## config.mk

```make
export PLATFORM = sky130hd
export DESIGN_NAME = gray_counter
export DESIGN_NICKNAME = d
export VERILOG_FILES = /design/src/rtl/gray_counter.sv
export SDC_FILE = /design/constraint.sdc
export NUM_CORES = 1
export LEC_CHECK = 0
export BUFFER_PORTS_ARGS = -buffer_cell sky130_fd_sc_hd__buf_2
export CORE_AREA = 2 2 39 41
export DETAILED_ROUTE_END_ITERATION = 7
export DIE_AREA = 0 0 41 43
export PLACE_DENSITY = 0.57
export SETUP_SLACK_MARGIN = 0.02
export SYNTH_ARGS = -nofsm -noshare
export SYNTH_HDL_FRONTEND = slang
export SYNTH_SLANG_ARGS = --single-unit
```

## constraint.sdc

```tcl
create_clock -name clk -period 2 [get_ports clk]
set_input_delay 0.4 -clock clk [delete_from_list [all_inputs] [get_ports clk]]
set_output_delay 0.4 -clock clk [all_outputs]
set_load 0.005 [all_outputs]
```

## src/rtl/gray_counter.sv

```systemverilog
// rtl/gray_counter.sv - up/down binary counter with registered Gray output and wrap pulse
// Define GRAY_COUNTER_CHECK_EN to add the sticky single-bit-step checker and its gray_err port.
module gray_counter #(
    parameter int WIDTH = 4
) (
    input  logic             clk,
    input  logic             rst_n,
    input  logic             en,
    input  logic             up_dn,
    input  logic             load,
    input  logic [WIDTH-1:0] load_bin,
    output logic [WIDTH-1:0] binary,
    output logic [WIDTH-1:0] gray,
`ifdef GRAY_COUNTER_CHECK_EN
    output logic             gray_err,
`endif
    output logic             wrap
);

    localparam logic [WIDTH-1:0] MAX_VAL = {WIDTH{1'b1}};
    localparam logic [WIDTH-1:0] ONE_VAL = {{(WIDTH-1){1'b0}}, 1'b1};

    logic [WIDTH-1:0] binary_q, binary_d;
    logic [WIDTH-1:0] gray_q, gray_d;
    logic             wrap_q, wrap_d;
    logic             step;

    assign step = en && !load;

    always_comb begin
        binary_d = binary_q;
        wrap_d   = 1'b0;
        if (load) begin
            binary_d = load_bin;
        end else if (en) begin
            if (up_dn) begin
                binary_d = binary_q + ONE_VAL;
                wrap_d   = (binary_q == MAX_VAL);
            end else begin
                binary_d = binary_q - ONE_VAL;
                wrap_d   = (binary_q == '0);
            end
        end
        // Encode from the next binary so both registers update on the same edge.
        gray_d = binary_d ^ (binary_d >> 1);
    end

    always_ff @(posedge clk or negedge rst_n) begin
        if (!rst_n) begin
            binary_q <= '0;
            gray_q   <= '0;
            wrap_q   <= 1'b0;
        end else begin
            binary_q <= binary_d;
            gray_q   <= gray_d;
            wrap_q   <= wrap_d;
        end
    end

    assign binary = binary_q;
    assign gray   = gray_q;
    assign wrap   = wrap_q;

`ifdef GRAY_COUNTER_CHECK_EN
    logic [WIDTH-1:0] prev_gray_q;
    logic             stepped_q;
    logic             gray_err_q;
    logic [WIDTH-1:0] diff;
    logic [4:0]       ones;

    always_comb begin
        diff = gray_q ^ prev_gray_q;
        ones = 5'd0;
        for (int i = 0; i < WIDTH; i++) begin
            ones = ones + {4'b0000, diff[i]};
        end
    end

    // stepped_q marks that the current gray_q came from a count step, not a load or hold.
    always_ff @(posedge clk or negedge rst_n) begin
        if (!rst_n) begin
            prev_gray_q <= '0;
            stepped_q   <= 1'b0;
            gray_err_q  <= 1'b0;
        end else begin
            prev_gray_q <= gray_q;
            stepped_q   <= step;
            if (stepped_q && ones != 5'd1) begin
                gray_err_q <= 1'b1;
            end
        end
    end

    assign gray_err = gray_err_q;
`else
    logic unused_step;
    assign unused_step = step;
`endif

endmodule
```

==> run_summary.xml <==
<?xml version="1.0" encoding="UTF-8"?>
<metrics>
  <group name="run_status">
    <metric name="run_status" unit="">completed</metric>
  </group>
  <group name="synth">
    <metric name="synth_cell_type_count" unit="">22</metric>
    <metric name="syn-mean-instance-area" unit="µm²">10.8</metric>
    <metric name="cell_with_the_most_instances_after_synthesis" unit="">sky130_fd_sc_hd__dfrtp_1</metric>
    <metric name="synth_sequential_area_ratio" unit="">0.442</metric>
    <metric name="netlist_top_cells_count" unit="">sky130_fd_sc_hd__dfrtp_1, sky130_fd_sc_hd__nor2_1, sky130_fd_sc_hd__xnor2_1</metric>
    <metric name="synth_enable_flop_cells" unit="">0</metric>
    <metric name="syn_inst" unit="">42</metric>
    <metric name="ys_flop_type" unit="">sky130_fd_sc_hd__dfrtp_1</metric>
    <metric name="ys_warn_count" unit="">0</metric>
    <metric name="synthesis.nets" unit="">54</metric>
    <metric name="post_synthesis_register_bit_count" unit="">8</metric>
    <metric name="synth_top_area_cell" unit="">sky130_fd_sc_hd__dfrtp_1</metric>
    <metric name="synthesis.area" unit="µm²">453</metric>
    <metric name="synth.top_cells.by_area" unit="">sky130_fd_sc_hd__dfrtp_1, sky130_fd_sc_hd__xnor2_1, sky130_fd_sc_hd__ha_1</metric>
    <metric name="synthArstFlopShare" unit="">1.00</metric>
    <metric name="synth_top_area_frac" unit="">0.442</metric>
  </group>
  <group name="clock_tree">
    <metric name="post_cts_hold_buffer_count" unit="">1</metric>
    <metric name="path_clk_slew" unit="ns">0.06</metric>
    <metric name="clk-insertion-delay-late" unit="ns">0.25</metric>
    <metric name="clock_buffers_created_by_tritoncts" unit="">3</metric>
    <metric name="max_buffers_root_to_sink" unit="">2</metric>
    <metric name="post_cts_resized" unit="">0</metric>
    <metric name="tritoncts_num_sinks" unit="">8</metric>
    <metric name="ctsHtreeMaxLevel" unit="">1</metric>
    <metric name="tritoncts" unit="">yes</metric>
    <metric name="clk_root_buffer_cell" unit="">sky130_fd_sc_hd__clkbuf_4</metric>
    <metric name="post_cts_buffers" unit="">0</metric>
  </group>
  <group name="setup_path">
    <metric name="critical_path_cell_count" unit="">5</metric>
    <metric name="worst_path_max_delay_cell" unit="">sky130_fd_sc_hd__dfrtp_1</metric>
    <metric name="criticalPathCategory" unit="">reg2reg</metric>
    <metric name="critical_path.top_delay_family" unit="">flip-flops</metric>
    <metric name="crit_path_start_kind" unit="">flop</metric>
    <metric name="worstPathCellList" unit="">ha_1, a21oi_1, a211oi_1, or3_4, xor2_1</metric>
    <metric name="cp_num_buf_inv" unit="">0</metric>
    <metric name="rr_worst_depth" unit="">5</metric>
    <metric name="kind_of_end_point_of_the_critical_path" unit="">flop</metric>
    <metric name="critical_path.max_stage_delay" unit="ns">0.43</metric>
    <metric name="critical_path_data_arrival_time" unit="ns">1.85</metric>
    <metric name="timing.critical_path.required" unit="ns">2.12</metric>
    <metric name="crit_path_max_fanout" unit="">5</metric>
  </group>
  <group name="timing">
    <metric name="drv_slew" unit="">0</metric>
    <metric name="finalWorstPathRequiredPeriod" unit="ns">1.73</metric>
    <metric name="fmaxAchievable" unit="GHz">0.577</metric>
    <metric name="grt_setup_unrepaired" unit="">no</metric>
    <metric name="final.setup_skew" unit="ns">0.00803</metric>
    <metric name="layout_worst_path_cycle_share" unit="">0.866</metric>
    <metric name="tns" unit="ns">0</metric>
    <metric name="setup-violations-final" unit="">0</metric>
    <metric name="worst_pin_slew" unit="ns">0.328</metric>
    <metric name="max-slew-margin-rel" unit="">0.780</metric>
    <metric name="final-hold-violation-count" unit="">0</metric>
  </group>
  <group name="pwr">
    <metric name="power_density" unit="mW/mm²">847</metric>
    <metric name="total_leakage_power" unit="nW">0.293</metric>
    <metric name="max-vdd-ir-drop" unit="V">0.000276</metric>
  </group>
  <group name="detailed_routing">
    <metric name="vias" unit="">349</metric>
    <metric name="drt_first_iter_violations" unit="">3</metric>
    <metric name="drt-vias-per-instance" unit="">4.53</metric>
    <metric name="drt.antenna.violating_nets" unit="">0</metric>
    <metric name="drt_pass1_iterations" unit="">2</metric>
    <metric name="post_drt_wl_per_cell" unit="µm">11.9</metric>
    <metric name="drc" unit="">0</metric>
    <metric name="detail_route.wirelength" unit="µm">915</metric>
  </group>
  <group name="die">
    <metric name="placement_rows" unit="">14</metric>
    <metric name="die_width" unit="µm">41</metric>
    <metric name="chipHeight" unit="µm">43</metric>
    <metric name="fp.coreArea" unit="mm²">0.00138</metric>
    <metric name="starting_utilization_of_the_core_area" unit="">0.327</metric>
    <metric name="fp.dieArea" unit="mm²">0.00176</metric>
    <metric name="ios" unit="">18</metric>
  </group>
  <group name="placement">
    <metric name="port-buffer-count" unit="">17</metric>
    <metric name="area_of_placed_instances" unit="µm²">543</metric>
    <metric name="gp_congestion" unit="">0.661</metric>
  </group>
  <group name="min_path">
    <metric name="hold_path_class" unit="">in2reg</metric>
    <metric name="min_delay_path_depth" unit="">3</metric>
  </group>
  <group name="finish">
    <metric name="count_of_nets_after_finishing" unit="">75</metric>
    <metric name="design_area" unit="µm²">576</metric>
    <metric name="drive_above_1_share" unit="">0.344</metric>
    <metric name="syn_to_final_growth" unit="%">27.1</metric>
    <metric name="antennaDiodeCount" unit="">0</metric>
  </group>
  <group name="flow_run">
    <metric name="cap_viol_max_count" unit="">0</metric>
  </group>
  <group name="global_routing">
    <metric name="grt_antenna_before_repair" unit="">0</metric>
    <metric name="global_route.overflow_total" unit="">0</metric>
    <metric name="grt_first_pass_wirelength" unit="µm">1490</metric>
    <metric name="first_global_vias" unit="">334</metric>
    <metric name="grt_util_all_layers" unit="">0.136</metric>
    <metric name="grt_max_degree" unit="">10</metric>
  </group>
</metrics>
[final timing paths]
path | slack, ns | startpoint | endpoint
worst max-delay path | 0.27 | binary[2] | gray[2]
worst min-delay path | 0.42 | load_bin[0] | binary[0]
worst max register to register | 0.27 | binary[2] | gray[2]
worst min register to register | 0.67 | binary[3] | wrap
max in group asynchronous | 1.32 | rst_n | gray[1]
min in group asynchronous | 0.51 | rst_n | wrap
[tightest hold or removal path: cells and delay by family]
family / cells / cell delay, ns
and+or+nand+nor: 1 / 0.04
buffers and inverters: 1 / 0.07
AOI/OAI and AO/OA: 1 / 0.11
[state kept, by name, summed over array words and instances (netlist names)]
register	count
gray	3
binary	4
wrap	1
[power breakdown]
part | internal (mW) | switching (mW)
clock | 0.0686 | 0.0533
sequential | 0.194 | 0.0274
combinational | 0.0771 | 0.0676
total | 0.339 | 0.148
[placed cells by master, fill, tap and decap left out]
master                          Yosys  routed
sky130_fd_sc_hd__buf_2              0      17
sky130_fd_sc_hd__dfrtp_1            8       8
sky130_fd_sc_hd__nor2_1             4       4
sky130_fd_sc_hd__xnor2_1            4       4
sky130_fd_sc_hd__clkbuf_4           0       3
sky130_fd_sc_hd__inv_1              2       2
sky130_fd_sc_hd__xor2_1             2       2
sky130_fd_sc_hd__mux2i_1            2       2
sky130_fd_sc_hd__nand2_1            2       2
sky130_fd_sc_hd__a21oi_1            2       2
sky130_fd_sc_hd__ha_1               2       2
sky130_fd_sc_hd__o21ai_1            1       1
sky130_fd_sc_hd__o21ai_0            1       1
sky130_fd_sc_hd__nand3_1            1       1
sky130_fd_sc_hd__or2b_1             1       1
sky130_fd_sc_hd__a211oi_1           1       1
sky130_fd_sc_hd__and4b_1            1       1
sky130_fd_sc_hd__a22o_1             1       1
sky130_fd_sc_hd__or3_4              1       1
sky130_fd_sc_hd__and3_1             1       1
sky130_fd_sc_hd__or4_1              1       1
sky130_fd_sc_hd__a31oi_1            1       1
sky130_fd_sc_hd__fa_1               1       1
sky130_fd_sc_hd__dlygate4sd3_1      0       1
[cell families after synthesis]
kind of cell    count (synthesis)  synth area share
buf+inv                         4            0.0497
simple gates                   12             0.155
mux                             2            0.0442
xor+xnor                        6             0.116
fa+ha+maj                       3            0.0994
compound gates                  7            0.0939
flops                           8             0.442
[metrics by stage]
stage | util | instances | hold slack, ns | power, mW | setup slack [ns]
after detailed placement | 0.392 | 73 | 0.249 | 0.370 | 0.0780
after global placement | 0.392 | 73 | 0.249 | 0.366 | 0.0964
final | 0.416 | 77 | 0.424 | 0.488 | 0.268
after floorplan | - | 42 | 0.104 | 0.309 | 0.309
after CTS | 0.416 | 77 | 0.420 | 0.499 | 0.251
after global routing | 0.416 | 77 | 0.438 | 0.533 | 0.200
[routing by layer]
| layer | GRT usage | wire length [µm] |
|---|---|---|
| met2 | 0.194 | 462 |
| met5 | 0 | 0 |
| met3 | 0.0314 | 36 |
| met1 | 0.161 | 404 |
| met4 | 0.120 | 12 |
[final cells by class]
class / count / area, µm²
Fill cell: 145 / 808
Multi-Input combinational cell: 30 / 230
Sequential cell: 8 / 200
Timing Repair Buffer: 18 / 95.1
Clock buffer: 3 / 22.5
Tap cell: 16 / 20.0
Inverter: 2 / 7.51
Power figures use the tool's default switching activity.
